### src/rtl/ps2_pkg.sv
// Shared types and constants for the PS/2 scancode receiver: frame FSM states,
// prefix bytes and the decoded-key record queued in the FIFO.
package ps2_pkg;

  typedef enum logic [1:0] {
    IDLE,
    DATA,
    PARITY,
    STOP
  } ps2_state_e;

  localparam logic [7:0] PS2_EXT = 8'hE0;
  localparam logic [7:0] PS2_BRK = 8'hF0;

  typedef struct packed {
    logic       ext;
    logic       brk;
    logic [7:0] code;
  } ps2_key_t;

  // Odd parity holds when the byte plus its parity bit carry an odd number of ones.
  function automatic logic odd_parity_ok(input logic [7:0] data, input logic par);
    return ^{data, par};
  endfunction

endpackage

### src/rtl/ps2_sync_filter.sv
// Brings the asynchronous PS/2 clock and data into the clk domain, debounces the
// clock over FILTER_LEN samples and emits a one-cycle pulse on each filtered falling edge.
module ps2_sync_filter #(
  parameter int FILTER_LEN = 8
) (
  input  logic clk,
  input  logic resetn,
  input  logic ps_clk,
  input  logic ps_data,
  output logic fall,
  output logic data_s
);

  localparam int FW = (FILTER_LEN > 1) ? $clog2(FILTER_LEN) : 1;

  logic [1:0]    clk_sync;
  logic [1:0]    data_sync;
  logic          clk_filt;
  logic [FW-1:0] flt_cnt;

  // NOTE: non-blocking assignments make every stage sample its pre-edge value;
  // blocking ones would collapse the two-flop synchroniser into a single flop.
  always_ff @(posedge clk or negedge resetn) begin
    if (!resetn) begin
      clk_sync  <= 2'b11;
      data_sync <= 2'b11;
      clk_filt  <= 1'b1;
      flt_cnt   <= '0;
      fall      <= 1'b0;
    end else begin
      clk_sync  <= {clk_sync[0], ps_clk};
      data_sync <= {data_sync[0], ps_data};
      fall      <= 1'b0;
      if (clk_sync[1] == clk_filt) begin
        flt_cnt <= '0;
      end else if (flt_cnt == FW'(FILTER_LEN - 1)) begin
        // FILTER_LEN consecutive differing samples: accept the new level.
        clk_filt <= clk_sync[1];
        flt_cnt  <= '0;
        fall     <= clk_filt;
      end else begin
        flt_cnt <= flt_cnt + 1'b1;
      end
    end
  end

  assign data_s = data_sync[1];

endmodule

### src/rtl/ps2_scancode_rx.sv
// PS/2 keyboard receiver: frames 11-bit packets, checks parity/stop, folds E0/F0
// prefixes into flags and queues keys in a FIFO. PS2_ERR_COUNT_EN adds err_count.
module ps2_scancode_rx
  import ps2_pkg::*;
#(
  parameter int CLK_HZ     = 50_000_000,
  parameter int TIMEOUT_US = 2000,
  parameter int FILTER_LEN = 8,
  parameter int FIFO_DEPTH = 8
) (
  input  logic                             clk,
  input  logic                             resetn,
  input  logic                             ps_clk,
  input  logic                             ps_data,
  output logic                             out_valid,
  input  logic                             out_ready,
  output logic [7:0]                       out_code,
  output logic                             out_ext,
  output logic                             out_brk,
  output logic                             parity_err,
  output logic                             frame_err,
  output logic                             ovf,
  output logic [$clog2(FIFO_DEPTH+1)-1:0]  fifo_count
`ifdef PS2_ERR_COUNT_EN
  ,
  output logic [7:0]                       err_count
`endif
);

  localparam int TIMEOUT_CYC = CLK_HZ / 1_000_000 * TIMEOUT_US;
  localparam int TW          = $clog2(TIMEOUT_CYC + 1);
  localparam int AW          = $clog2(FIFO_DEPTH);
  localparam int CW          = $clog2(FIFO_DEPTH + 1);

  logic          fall;
  logic          data_s;
  ps2_state_e    state, state_nx;
  logic [2:0]    bit_cnt;
  logic [7:0]    shift;
  logic          par_bit;
  logic [TW-1:0] to_cnt;
  logic          ext_q, brk_q;
  logic          start_err, stop_err, par_fail, byte_good, timeout;
  logic          push_req;
  ps2_key_t      push_key;

  ps2_sync_filter #(.FILTER_LEN(FILTER_LEN)) u_sync (
    .clk     (clk),
    .resetn  (resetn),
    .ps_clk  (ps_clk),
    .ps_data (ps_data),
    .fall    (fall),
    .data_s  (data_s)
  );

  always_ff @(posedge clk or negedge resetn) begin
    if (!resetn) state <= IDLE;
    else         state <= state_nx;
  end

  // NOTE: every always_comb output gets a default first, so no path can infer a latch.
  always_comb begin
    state_nx  = state;
    start_err = 1'b0;
    stop_err  = 1'b0;
    par_fail  = 1'b0;
    byte_good = 1'b0;
    timeout   = 1'b0;
    if (state != IDLE && !fall && to_cnt == TW'(TIMEOUT_CYC)) begin
      timeout  = 1'b1;
      state_nx = IDLE;
    end else if (fall) begin
      unique case (state)
        IDLE: begin
          if (!data_s) state_nx = DATA;
          else         start_err = 1'b1;
        end
        DATA:   if (bit_cnt == 3'd7) state_nx = PARITY;
        PARITY: state_nx = STOP;
        STOP: begin
          state_nx = IDLE;
          if (!data_s)                            stop_err  = 1'b1;
          else if (!odd_parity_ok(shift, par_bit)) par_fail  = 1'b1;
          else                                    byte_good = 1'b1;
        end
        default: state_nx = IDLE;
      endcase
    end
  end

  always_ff @(posedge clk or negedge resetn) begin
    if (!resetn) begin
      to_cnt     <= '0;
      bit_cnt    <= '0;
      shift      <= '0;
      par_bit    <= 1'b0;
      ext_q      <= 1'b0;
      brk_q      <= 1'b0;
      push_req   <= 1'b0;
      push_key   <= '0;
      parity_err <= 1'b0;
      frame_err  <= 1'b0;
    end else begin
      if (fall || state_nx == IDLE) to_cnt <= '0;
      else                          to_cnt <= to_cnt + 1'b1;

      if (fall && state == IDLE) bit_cnt <= '0;
      if (fall && state == DATA) begin
        shift   <= {data_s, shift[7:1]};
        bit_cnt <= bit_cnt + 1'b1;
      end
      if (fall && state == PARITY) par_bit <= data_s;

      parity_err <= par_fail;
      frame_err  <= start_err | stop_err | timeout;
      push_req   <= 1'b0;

      if (byte_good) begin
        if (shift == PS2_EXT) begin
          ext_q <= 1'b1;
        end else if (shift == PS2_BRK) begin
          brk_q <= 1'b1;
        end else begin
          push_req <= 1'b1;
          push_key <= '{ext: ext_q, brk: brk_q, code: shift};
          ext_q    <= 1'b0;
          brk_q    <= 1'b0;
        end
      end else if (start_err | stop_err | par_fail | timeout) begin
        ext_q <= 1'b0;
        brk_q <= 1'b0;
      end
    end
  end

  ps2_key_t          mem [FIFO_DEPTH];
  ps2_key_t          head;
  logic [AW-1:0]     wr_ptr, rd_ptr;
  logic [CW-1:0]     count;
  logic              full, pop, push;

  assign full = (count == CW'(FIFO_DEPTH));
  assign pop  = out_valid & out_ready;
  assign push = push_req & (~full | pop);

  always_ff @(posedge clk or negedge resetn) begin
    if (!resetn) begin
      wr_ptr <= '0;
      rd_ptr <= '0;
      count  <= '0;
      ovf    <= 1'b0;
    end else begin
      if (push) wr_ptr <= wr_ptr + 1'b1;
      if (pop)  rd_ptr <= rd_ptr + 1'b1;
      unique case ({push, pop})
        2'b10:   count <= count + 1'b1;
        2'b01:   count <= count - 1'b1;
        default: count <= count;
      endcase
      if (push_req && full && !pop) ovf <= 1'b1;
    end
  end

  // NOTE: the storage array has no reset; the count gates every read of it.
  always_ff @(posedge clk) begin
    if (push) mem[wr_ptr] <= push_key;
  end

  assign head       = mem[rd_ptr];
  assign out_valid  = (count != '0);
  assign out_code   = out_valid ? head.code : 8'h00;
  assign out_ext    = out_valid & head.ext;
  assign out_brk    = out_valid & head.brk;
  assign fifo_count = count;

`ifdef PS2_ERR_COUNT_EN
  always_ff @(posedge clk or negedge resetn) begin
    if (!resetn)                                        err_count <= 8'h00;
    else if ((parity_err | frame_err) && err_count != 8'hFF) err_count <= err_count + 1'b1;
  end
`endif

endmodule

### config.mk
export PLATFORM = sky130hd
export DESIGN_NAME = ps2_scancode_rx
export DESIGN_NICKNAME = d
export VERILOG_FILES = /design/src/rtl/ps2_pkg.sv /design/src/rtl/ps2_sync_filter.sv /design/src/rtl/ps2_scancode_rx.sv
export SDC_FILE = /design/constraint.sdc
export NUM_CORES = 1
export LEC_CHECK = 0
export ABC_AREA = 1
export BUFFER_PORTS_ARGS = -buffer_cell sky130_fd_sc_hd__buf_2
export CAP_MARGIN = 20
export CORE_UTILIZATION = 59
export DETAILED_ROUTE_END_ITERATION = 8
export GPL_TIMING_DRIVEN = 0
export HOLD_SLACK_MARGIN = 0.03
export PLACE_DENSITY = 0.76
export SLEW_MARGIN = 20
export SYNTH_ARGS = -nofsm -noshare
export SYNTH_HDL_FRONTEND = slang
export SYNTH_SLANG_ARGS = --single-unit
### constraint.sdc
create_clock -name clk -period 4.8 [get_ports clk]
set_clock_uncertainty 0.05 [all_clocks]
set_input_delay 0.48 -clock clk [delete_from_list [all_inputs] [get_ports clk]]
set_output_delay 0.48 -clock clk [all_outputs]
set_load 0.05 [all_outputs]
==> run summary, run 1 <==
==================================================================================================
Status ..............................................................................    completed
Relative area change from synthesis to final layout .................................        14.5%
Data required, critical path ........................................................      4270 ps
TritonCTS clock tree ................................................................          yes
Number of CTS-inserted buffers ......................................................           17
Die footprint .......................................................................   11300 um^2
Multi-input logic area ..............................................................    2020 um^2
Most repeated library cell on the critical path .....................................     clkbuf_1
Maximum capacitance violations ......................................................            0
Most common cell after layout, fill and taps aside ..................................       nor2_1
Post-synth net total ................................................................          621
First-pass GRT wire length ..........................................................      21.1 mm
Unrepaired setup endpoints after global routing .....................................           no
Proportion of layout cells with a drive suffix above 1 ..............................        0.136
Top cell type's share of synthesized area ...........................................        0.376
Cell type with the largest total area after synthesis ...............................     edfxtp_1
IR Drop Worst-Case VDD ..............................................................   0.000552 V
CTS sink count ......................................................................          146
Min-Delay Path Class ................................................................    in -> reg
Detailed-route via count ............................................................         4441
Clock period minus final worst setup slack ..........................................      3310 ps
Global Route Usage Sum ..............................................................        0.254
Total wire length after detailed routing ............................................      13.1 mm
Crit end category ...................................................................  output port
Leakage component of the power ......................................................      3.04 nW
Max Buffers Root-to-Sink ............................................................            2
Cells after Synth ...................................................................          604
Initial standard-cell utilization of the core .......................................        0.614
Ratio of total power to cell area ...................................................  541 nW/um^2
Sequential area share after synthesis ...............................................        0.635
Peak clock frequency supported by timing ............................................      302 MHz
Antenna diode instance count ........................................................            0
Worst slew margin ...................................................................        0.340
Vias in the first global route ......................................................         4450
Vias per std cell ...................................................................         5.57
Startpoint types ....................................................................         flop
Drt first pass iters ................................................................            5
CP max stage delay ..................................................................       400 ps
Hold_sp .............................................................................    out_ready
Launching element of the worst setup path ...........................................    rd_ptr[0]
Pin count of the biggest net entering global routing ................................           41
Clock transition time at the flip-flop clock pins of the worst setup and hold paths .        70 ps
Avg WL per Cell .....................................................................      16.4 um
Weighted congestion at the end of routability-driven global placement ...............        0.881
Final setup violation count .........................................................            0
Violation count after the first detailed-routing iteration ..........................          305
Sum of internal, switching and leakage power ........................................      3.96 mW
Share of the cycle needed by the critical path after routing ........................        0.689
Most used cells in the layout excluding fill and tap cells .......................... nor2_1 (101), nand2_1 (94), edfxtp_1 (80)
Input/output buffers ................................................................           22
Horizontal die dimension ............................................................       106 um
Mapped Area .........................................................................    6390 um^2
Antenna violations before repair ....................................................            0
Average footprint of a synthesized cell .............................................    10.6 um^2
CTS root buffer .....................................................................     clkbuf_8
Post-CTS Setup Bufs .................................................................            0
Cell variety after synth ............................................................           38
Count of antenna-violating nets left after detailed routing .........................            0
Fin. max-slew vios ..................................................................            0
Worst-path maximum fanout ...........................................................           10
Master of the slowest instance on the critical path .................................     clkbuf_1
Top flip-flop cell by instance count after synthesis ................................     edfxtp_1
Register bit count reported by yosys ................................................          146
Buffers & Inverters on Critical Path ................................................            4
H-tree level count ..................................................................            4
Final TNS setup .....................................................................         0 ps
Count of yosys warnings during synthesis ............................................            0
Largest delay contributor family on the critical path ............................... buffers and inverters
Number of rows in the core area .....................................................           37
Worst-Margin Slew ...................................................................       986 ps
Detail Placement HPWL ...............................................................      8.88 mm
Worst path arrival time .............................................................      2780 ps
Die Y-Extent ........................................................................       106 um
Overall overflow remaining after global route .......................................            0
Source of the worst register-to-register timing path ................................ fifo_count[1]
Final nets ..........................................................................          666
Hold violation count in the final report ............................................            0
Clock Latency Late Sink .............................................................       530 ps
Cell chain of the critical path ..................................................... clkbuf_1 > inv_1 > clkbuf_1 > nor2_1 > o22ai_1 > o21ai_0 > a31oi_1 > buf_2
Area used by sequential logic in the layout .........................................    4060 um^2
Core area ...........................................................................   10400 um^2
Number of flops mapped to enable cells by yosys .....................................           80
Io pins .............................................................................           23
DRC violation count after routing ...................................................            0
Dominant cells by area after synthesis .............................................. edfxtp_1 (38%), dfrtp_1 (24%), nor2_1 (5.9%), nand2_1 (5.5%), o21ai_0 (5.1%)
Worst Setup Path Type ...............................................................   reg -> out
Async SR Flop Fraction ..............................................................        0.452
Filler Cell Count ...................................................................          731
==================================================================================================
[flip-flops by register name, indices dropped and copies added, names as in the netlist]
name and flops:
parity_err 1, fifo_count 4, mem 80, shift 8, par_bit 1, wr_ptr 3, u_sync.clk_filt 1, rd_ptr 3
u_sync.clk_sync 2, ovf 1, brk_q 1, u_sync.flt_cnt 3, push_req 1, ext_q 1, to_cnt 17, bit_cnt 3
push_key 10, u_sync.data_sync 2, u_sync.fall 1, frame_err 1, state 2
[layout make-up]
cell class                      count  area share
Sequential cell                   146       0.555
Multi-Input combinational cell    383       0.276
Clock buffer                       18      0.0571
Inverter                           55      0.0289
Clock inverter                     14      0.0244
Tap cell                          136      0.0232
Timing Repair Buffer               26      0.0222
Buffer                             20      0.0135
[worst min-delay path: cells and delay by family]
family,cells,cell delay (ps)
and+or+nand+nor,1,70
buffers and inverters,1,90
AOI/OAI and AO/OA,1,150
[routing by layer]
layer | GRT usage | share of wire | routed length (um)
met1 | 0.308 | 0.41 | 5330
met4 | 0.168 | 0.040 | 529
met2 | 0.421 | 0.49 | 6450
met5 | 0 | 0 | 0
met3 | 0.0448 | 0.059 | 765
[per-stage QoR]
step	instances	setup slack [ps]	hold slack (ps)	area, um^2	utilization
floorplan	604	1700	134	6390	-
global placement	762	2230	299	6670	0.640
detailed placement	763	2150	301	6690	0.643
CTS	798	1570	236	7320	0.703
global route	798	1440	262	7320	0.703
finish	798	1490	260	7320	0.703
[Yosys cell counts, types with 2 or more instances]
cell type,count
nor2_1,101
nand2_1,94
edfxtp_1,80
o21ai_0,65
dfrtp_1,61
inv_1,50
nand3_1,20
clkbuf_1,16
xor2_1,14
nor2_4,12
ha_1,11
a31oi_1,10
o22ai_1,10
nor3_1,9
o21ai_1,8
dfstp_2,5
xnor2_1,5
nor4_1,4
nand4_1,3
buf_4,2
inv_2,2
inv_4,2
mux2_2,2
nand2_2,2
o21ai_2,2
or2_2,2
[path summary, 6_finish.rpt]
| path | to | slack (ps) | depth (start not counted) |
|---|---|---|---|
| setup / recovery | out_brk | 1490 | 8 |
| hold / removal | ovf | 260 | 3 |
| setup reg to reg | fifo_count[3] | 2180 | 13 |
| hold reg to reg | u_sync.data_sync[1] | 310 | 0 |
| max in group asynchronous | wr_ptr[0] | 3820 | 3 |
| min in group asynchronous | u_sync.fall | 350 | 2 |
[what timing repair did]
action	CTS	global route
hold buffers	3	0
gates resized for setup	0	0
endpoints found under the hold margin	23	0
[logic make-up after synthesis]
group | count (synthesis) | share of synthesized area
buf+inv | 75 | 0.0486
xor+xnor | 19 | 0.0260
simple gates | 251 | 0.176
mux | 2 | 0.00352
compound gates | 99 | 0.0856
fa+ha+maj | 12 | 0.0247
flops | 146 | 0.635
[power by group]
group / internal, mW / total (mW) / switching, mW
logic: 0.315 / 1.23 / 0.917
clock network: 0.801 / 1.32 / 0.522
registers: 1.36 / 1.40 / 0.0401
Power figures use the tool's default switching activity.
==> run 2, diff against run 1 <==
--- a/config.mk
+++ b/config.mk
@@ -5,14 +5,14 @@
 export SDC_FILE = /design/constraint.sdc
 export NUM_CORES = 1
 export LEC_CHECK = 0
-export ABC_AREA = 1
+export ABC_AREA = 0
 export BUFFER_PORTS_ARGS = -buffer_cell sky130_fd_sc_hd__buf_2
 export CAP_MARGIN = 20
 export CORE_UTILIZATION = 59
 export DETAILED_ROUTE_END_ITERATION = 8
 export GPL_TIMING_DRIVEN = 0
 export HOLD_SLACK_MARGIN = 0.03
-export PLACE_DENSITY = 0.76
+export PLACE_DENSITY = 0.77
 export SLEW_MARGIN = 20
 export SYNTH_ARGS = -nofsm -noshare
 export SYNTH_HDL_FRONTEND = slang
==> constraint.sdc (replaced) <==
create_clock -name clk -period 3.2 [get_ports clk]
set_clock_uncertainty 0.05 [all_clocks]
set_input_delay 0.32 -clock clk [delete_from_list [all_inputs] [get_ports clk]]
set_output_delay 0.32 -clock clk [all_outputs]
set_load 0.05 [all_outputs]
==> run 2 against run 1 <==
Against the previous run: total power is 20% higher; clock-buffer cell count decreased by 1; routed wire length shrank 18%; via count fell by 24%; first-iteration DRC count fell by 39%; worst hold slack worse by 170 ps; sequential power up 51%; worst setup slack lost 1100 ps; global-route usage down 3.6 points; sequential cell count unchanged.
==> run summary, run 2 <==
==================================================================================================
CTS root buffer .....................................................................     clkbuf_8
Post-synth top cells ................................................................ edfxtp_1 (80), dfrtp_1 (61), nor2_1 (47)
Grt met3 use ........................................................................       0.0432   -0.00152
Global Route Usage Sum ..............................................................        0.219   -0.0357
Ratio of total power to cell area ...................................................  669 nW/um^2   +24%
Area used by sequential logic in the layout .........................................    4060 um^2   unchanged
Startpoint types ....................................................................         flop
Cell type with the largest total area after synthesis ...............................     edfxtp_1
Max Buffers Root-to-Sink ............................................................            2   unchanged
Leakage component of the power ......................................................      3.08 nW   +1.3%
Top Registers ....................................................................... mem (80), to_cnt (17), push_key (10)
Clock period minus final worst setup slack ..........................................      2800 ps
Worst hold-check slack ..............................................................      92.4 ps   -168 ps
Io pins .............................................................................           23   unchanged
Library cell with the highest instance count after synthesis ........................     edfxtp_1
# placed instances ..................................................................          564   -26%
Violation count after the first detailed-routing iteration ..........................          185   -39%
Antenna violations before repair ....................................................            0   unchanged
Proportion of layout cells with a drive suffix above 1 ..............................        0.245   +0.109
Average footprint of a synthesized cell .............................................    15.2 um^2   +43%
Count of antenna-violating nets left after detailed routing .........................            0   unchanged
Number of rows in the core area .....................................................           36   -2.7%
Routing usage on met2 ...............................................................        0.378   -0.0430
Min-Delay Path Class ................................................................    in -> reg
H-tree level count ..................................................................            4   unchanged
Overall overflow remaining after global route .......................................            0   unchanged
Top cell type's share of synthesized area ...........................................        0.390   +0.0143
Final nets ..........................................................................          470   -29%
Register bit count reported by yosys ................................................          146   unchanged
Final setup violation count .........................................................            0   unchanged
Clock transition time at the flip-flop clock pins of the worst setup and hold paths .        60 ps   about the same
Mapped Area .........................................................................    6160 um^2   -3.7%
Core area ...........................................................................    9950 um^2   -4.4%
Layer carrying the most global-route usage ..........................................         met2
First-pass GRT wire length ..........................................................      17.6 mm   -17%
Cell area after layout ..............................................................    7110 um^2   -2.9%
Final TNS setup .....................................................................         0 ps   unchanged
Post-Place Cell Area ................................................................    6490 um^2   -3.1%
Worst-path maximum fanout ...........................................................           10   unchanged
Post-synth net total ................................................................          423   -32%
Worst-Margin Slew ...................................................................      1120 ps   +138 ps
Worst slew margin ...................................................................        0.248   -0.0926
Final standard cell count with taps included and fillers excluded ...................          599   -25%
Avg WL per Cell .....................................................................      18.0 um   +9.7%
Drt first pass iters ................................................................            5   unchanged
Most common cell after layout, fill and taps aside ..................................     edfxtp_1
Clock Latency Late Sink .............................................................       520 ps   about the same
Fin. max-slew vios ..................................................................            0   unchanged
Crit end category ...................................................................  output port
TritonCTS clock tree ................................................................          yes
CTS sink count ......................................................................          146   unchanged
Vias in the first global route ......................................................         3434   -23%
Pin count of the biggest net entering global routing ................................           49   +20%
IR Drop Worst-Case VDD ..............................................................   0.000373 V   -32%
Detailed-route via count ............................................................         3370   -24%
Initial standard-cell utilization of the core .......................................        0.619   +0.00495
Dominant cells by area after synthesis .............................................. edfxtp_1 (39%), dfrtp_1 (25%), mux4_2 (7.3%), nor2_1 (2.9%), mux2_2 (2.6%)
Worst path arrival time .............................................................      2430 ps   -350 ps
Detail Placement HPWL ...............................................................      6.89 mm   -22%
Hold violation count in the final report ............................................            0   unchanged
Multi-input logic area ..............................................................    1990 um^2   -1.4%
Sequential area share after synthesis ...............................................        0.659   +0.0241
Total wire length after detailed routing ............................................      10.8 mm   -18%
Weighted congestion at the end of routability-driven global placement ...............        0.818   -7.1%
Cells after Synth ...................................................................          406   -33%
DRC violation count after routing ...................................................            0   unchanged
Unrepaired setup endpoints after global routing .....................................           no
Most used cells in the layout excluding fill and tap cells .......................... edfxtp_1 (80), dfrtp_1 (61), nor2_1 (45)
Cell variety after synth ............................................................           47   +24%
Post-CTS resize count ...............................................................            0   unchanged
Top flip-flop cell by instance count after synthesis ................................     edfxtp_1
Share of the cycle needed by the critical path after routing ........................        0.875
Number of CTS-inserted buffers ......................................................           17   unchanged
Worst Setup Path Type ...............................................................   reg -> out
Most flops, register ................................................................          mem
Global Route met1 Usage .............................................................        0.272   -0.0357
Vias per std cell ...................................................................         5.63   +1.1%
Input/output buffers ................................................................           22   unchanged
Relative area change from synthesis to final layout .................................        15.5%
Die Y-Extent ........................................................................       104 um   -1.8%
Flip-flop count of the largest register after layout ................................           80   unchanged
Die footprint .......................................................................   10800 um^2   -3.6%
Horizontal die dimension ............................................................       104 um   -1.8%
Number of flops mapped to enable cells by yosys .....................................           80   unchanged
Antenna diode instance count ........................................................            0   unchanged
Async SR Flop Fraction ..............................................................        0.452   unchanged
Status ..............................................................................    completed
Maximum capacitance violations ......................................................            0   unchanged
Data required, critical path ........................................................      2830 ps   -1440 ps
Count of yosys warnings during synthesis ............................................            0   unchanged
Filler Cell Count ...................................................................          642   -12%
Peak clock frequency supported by timing ............................................      357 MHz
==================================================================================================
==> run 2: worst paths after layout <==
check | startpoint | end | slack, ps | depth (start not counted)
max | rd_ptr[1] | out_code[1] | 400 | 5
min | out_ready | ovf | 90 | 3
max reg2reg | fifo_count[0] | fifo_count[3] | 610 | 9
min reg2reg | u_sync.data_sync[0] | u_sync.data_sync[1] | 310 | 0
max in group asynchronous | resetn | u_sync.clk_sync[1] | 2370 | 3
min in group asynchronous | resetn | u_sync.flt_cnt[1] | 180 | 2
==> run 2: routing by layer <==
layer	wire, um	vias to the layer above
met4	147	0
met3	356	11
met2	5730	73
li1	-	1581
met1	4530	1705
met5	0	-
==> run 2: repair_timing <==
action | 4_1_cts | 5_1_grt
setup endpoints to repair | 0 | 0
hold endpoints to repair | 63 | 0
hold buffers | 3 | 0
buffers inserted | 0 | 0
==> run 2: report_power, final <==
group	switching (mW)	leakage, nW	internal, mW	total (mW)
sequential	0.0691	1.82	2.05	2.12
combinational	0.425	0.983	0.277	0.702
clock	0.807	0.277	1.13	1.94
total	1.30	3.08	3.46	4.76
==> run 2: worst max-delay path, stage by stage, from the launching register on <==
cell	delay, ps
dfrtp_1	410
clkbuf_1	570
mux4_2	420
mux2i_1	230
nor2_1	60
buf_2	220
==> run 2: final cells by class <==
type / instances / area share
buffer: 13 / 0.00880
clock buffer: 17 / 0.0582
clock inverter: 15 / 0.0245
inverter: 15 / 0.00792
multi-input combinational: 232 / 0.280
sequential: 146 / 0.571
tap: 133 / 0.0234
timing repair buffer: 28 / 0.0260
==> run 2: cells by family (layout without fill, tap and decap cells) <==
group | count (synthesis) | count (layout) | share of synthesized area
DFF | 146 | 146 | 0.659
adders and majority gates | 12 | 12 | 0.0256
muxes | 51 | 51 | 0.131
buffers and inverters | 28 | 88 | 0.0193
and+or+nand+nor | 115 | 115 | 0.0894
AOI/OAI and AO/OA | 24 | 24 | 0.0254
xor gates and xnor gates | 30 | 30 | 0.0498
==> run 2: metrics by stage <==
step,utilization,power [mW],setup WS (ps)
2_1_floorplan,-,2.68,673
3_3_place_gp,0.646,2.84,509
3_5_place_dp,0.652,2.86,614
4_1_cts,0.714,4.81,362
5_1_grt,0.714,4.94,276
6_report,0.714,4.76,399
==> run 3, diff against run 2 <==
--- a/config.mk
+++ b/config.mk
@@ -8,11 +8,11 @@
 export ABC_AREA = 0
 export BUFFER_PORTS_ARGS = -buffer_cell sky130_fd_sc_hd__buf_2
 export CAP_MARGIN = 20
-export CORE_UTILIZATION = 59
+export CORE_UTILIZATION = 55
 export DETAILED_ROUTE_END_ITERATION = 8
 export GPL_TIMING_DRIVEN = 0
 export HOLD_SLACK_MARGIN = 0.03
-export PLACE_DENSITY = 0.77
+export PLACE_DENSITY = 0.75
 export SLEW_MARGIN = 20
 export SYNTH_ARGS = -nofsm -noshare
 export SYNTH_HDL_FRONTEND = slang
==> constraint.sdc (replaced) <==
create_clock -name clk -period 2.3 [get_ports clk]
set_clock_uncertainty 0.05 [all_clocks]
set_input_delay 0.23 -clock clk [delete_from_list [all_inputs] [get_ports clk]]
set_output_delay 0.23 -clock clk [all_outputs]
set_load 0.05 [all_outputs]
==> run 3 against run 2 <==
Against the previous run: the run now ends with negative setup slack left; register-to-register slack got worse by 600 ps; first-iteration DRC count rose by 24%; core utilization fell by 4.3 points; sequential power rose by 41%.
==> run summary, run 3 (synthesis gave the netlist of run 2 again) <==
==================================================================================================
Status .............................................................................. complete, but fails checks
Violations in the final reports ..................................................... negative setup slack
Worst slew margin ...................................................................        0.308   +0.0604
Die footprint .......................................................................   11600 um^2   +7.1%
Launching element of the worst setup path ...........................................    rd_ptr[0]
CTS root buffer .....................................................................     clkbuf_8
Proportion of layout cells with a drive suffix above 1 ..............................        0.286   +0.0414
Min setup slack post-route ..........................................................     -62.9 ps   -462 ps
Min-Delay Path Class ................................................................  in -> async
Antenna violations before repair ....................................................            0   unchanged
Most used cells in the layout excluding fill and tap cells .......................... edfxtp_1 (80), dfrtp_1 (56), nor2_1 (43)
Drt first pass iters ................................................................            4   -1
Most flops, register ................................................................          mem
TritonCTS clock tree ................................................................          yes
Internal power summed over all cells ................................................      4.98 mW   +44%
Startpoint types ....................................................................         flop
Vias per std cell ...................................................................         5.56   -1.1%
Count of antenna-violating nets left after detailed routing .........................            0   unchanged
Weighted congestion at the end of routability-driven global placement ...............        0.801   -2.1%
Ratio of total power to cell area ...................................................  925 nW/um^2   +38%
Worst Setup Path Type ...............................................................   reg -> out
Maximum capacitance violations ......................................................            0   unchanged
Die Y-Extent ........................................................................       108 um   +3.5%
Final nets ..........................................................................          476   +1.3%
Core area ...........................................................................   10900 um^2   +9.4%
Worst-path maximum fanout ...........................................................           10   unchanged
Share of total power in the clock network ...........................................        0.391   -0.017
Clock Latency Late Sink .............................................................       520 ps   about the same
Net switching power of the design ...................................................      1.78 mW   +37%
Cell count of the worst reg-to-reg path .............................................            9   unchanged
End of the worst register-to-register path .......................................... fifo_count[3]
Violation count after the first detailed-routing iteration ..........................          229   +24%
Horizontal die dimension ............................................................       108 um   +3.5%
Worst-Margin Slew ...................................................................      1030 ps   -90.3 ps
Antenna diode instance count ........................................................            0   unchanged
Hold violation count in the final report ............................................            0   unchanged
Overall overflow remaining after global route .......................................            0   unchanged
Most common cell after layout, fill and taps aside ..................................     edfxtp_1
Initial standard-cell utilization of the core .......................................        0.566   -0.0530
DRC violation count after routing ...................................................            0   unchanged
Minimum setup slack among reg-to-reg paths ..........................................        10 ps   -600 ps
Io pins .............................................................................           23   unchanged
Capturing element of the worst setup path ...........................................  out_code[1]
Source of the worst register-to-register timing path ................................ fifo_count[2]
Top Registers ....................................................................... mem (80), to_cnt (17), push_key (10)
Input/output buffers ................................................................           22   unchanged
Crit end category ...................................................................  output port
Number of rows in the core area .....................................................           38   +5.6%
IR Drop Worst-Case VDD ..............................................................   0.000543 V   +46%
Total wire length after detailed routing ............................................      11.1 mm   +2.8%
Share of the cycle needed by the critical path after routing ........................         1.03
Detail Placement HPWL ...............................................................      6.92 mm   +0.51%
Unrepaired setup endpoints after global routing .....................................          yes
Worst path arrival time .............................................................      2080 ps   -350 ps
Combinational cell fraction of total power ..........................................        0.167   +0.020
Number of CTS-inserted buffers ......................................................           17   unchanged
Flip-flop count of the largest register after layout ................................           80   unchanged
Clock period minus final worst setup slack ..........................................      2360 ps
Relative area change from synthesis to final layout .................................        18.7%
Util after Layout ...................................................................        0.671   -0.0431
Global Route Usage Sum ..............................................................        0.215   -0.00340
Max Buffers Root-to-Sink ............................................................            2   unchanged
Leakage component of the power ......................................................      3.15 nW   +2.3%
CTS sink count ......................................................................          146   unchanged
Peak clock frequency supported by timing ............................................      423 MHz
Avg WL per Cell .....................................................................      18.1 um   +0.61%
First-pass GRT wire length ..........................................................      17.9 mm   +1.9%
Fin. max-slew vios ..................................................................            0   unchanged
Detailed-route via count ............................................................         3405   +1.0%
Sequential share of power ...........................................................        0.442   -0.003
Final setup violation count .........................................................            7   +7
Switching share of total power ......................................................        0.263   -0.0101
H-tree level count ..................................................................            4   unchanged
Cell area after layout ..............................................................    7310 um^2   +2.8%
Pin count of the biggest net entering global routing ................................           57   +16%
Vias in the first global route ......................................................         3535   +2.9%
Data required, critical path ........................................................      2020 ps   -810 ps
Post-Place Cell Area ................................................................    6530 um^2   +0.66%
Clock transition time at the flip-flop clock pins of the worst setup and hold paths .        60 ps   about the same
==================================================================================================
## run 3: layout make-up
cell class	count	area (um^2)
multi-input cells	232	2030
plain buffers	13	97.6
fillers	732	3580
flip-flops and latches	146	4070
clock buffers	22	493
clock inverters	10	96.3
well taps	140	175
repair buffers	34	298
inverters	15	56.3
## run 3: critical path: stages, from the launching register on
cell     delay, ps
dfrtp_2        450
buf_12         180
mux4_2         510
mux2i_1        200
nor2_1          80
buf_6          160
## run 3: power by group through the flow
| stage | Clock (mW) | Sequential, mW | Combinational (mW) |
|---|---|---|---|
| 4_1_cts | 2.70 | 2.99 | 1.12 |
| 6_report | 2.64 | 2.99 | 1.13 |
| 3_5_place_dp | 0 | 3.03 | 1.02 |
| 2_1_floorplan | 0 | 3.13 | 0.647 |
| 5_1_grt | 2.78 | 3.00 | 1.23 |
| 3_3_place_gp | 0 | 3.02 | 0.984 |
## run 3: worst min-delay path by stage
stage	cells past startpoint	slack, ps	to
CTS	2	160	u_sync.clk_sync[0]
global route	2	190	u_sync.clk_filt
finish	2	190	u_sync.clk_filt
global placement	1	290	u_sync.clk_sync[0]
detailed placement	1	40	u_sync.flt_cnt[0]
floorplan	0	-120	bit_cnt[0]
## run 3: routing by layer
layer	wire, um	track usage	up-vias
met4	160	0.0969	0
met2	5920	0.368	65
li1	-	-	1591
met5	0	0	-
met3	334	0.0539	13
met1	4650	0.257	1736
## run 3: timing repair
action,4_1_cts,5_1_grt
endpoints found under the hold margin,69,0
pin swaps,1,1
resized for setup,34,6
setup endpoints to repair,13,53
hold buffers,5,0
buffers inserted,2,2
## run 3: through the flow
stage,setup slack (ps),total power [mW],TNS [ps],hold WS [ps],instances
after global routing,-160,7.01,-1280,186,612
after detailed placement,-23.7,4.05,-23.7,39.8,571
after global placement,-305,4.01,-5790,285,568
final,-62.9,6.76,-182,193,612
after floorplan,4.36,3.78,0,-116,406
after CTS,-88.4,6.81,-441,162,610
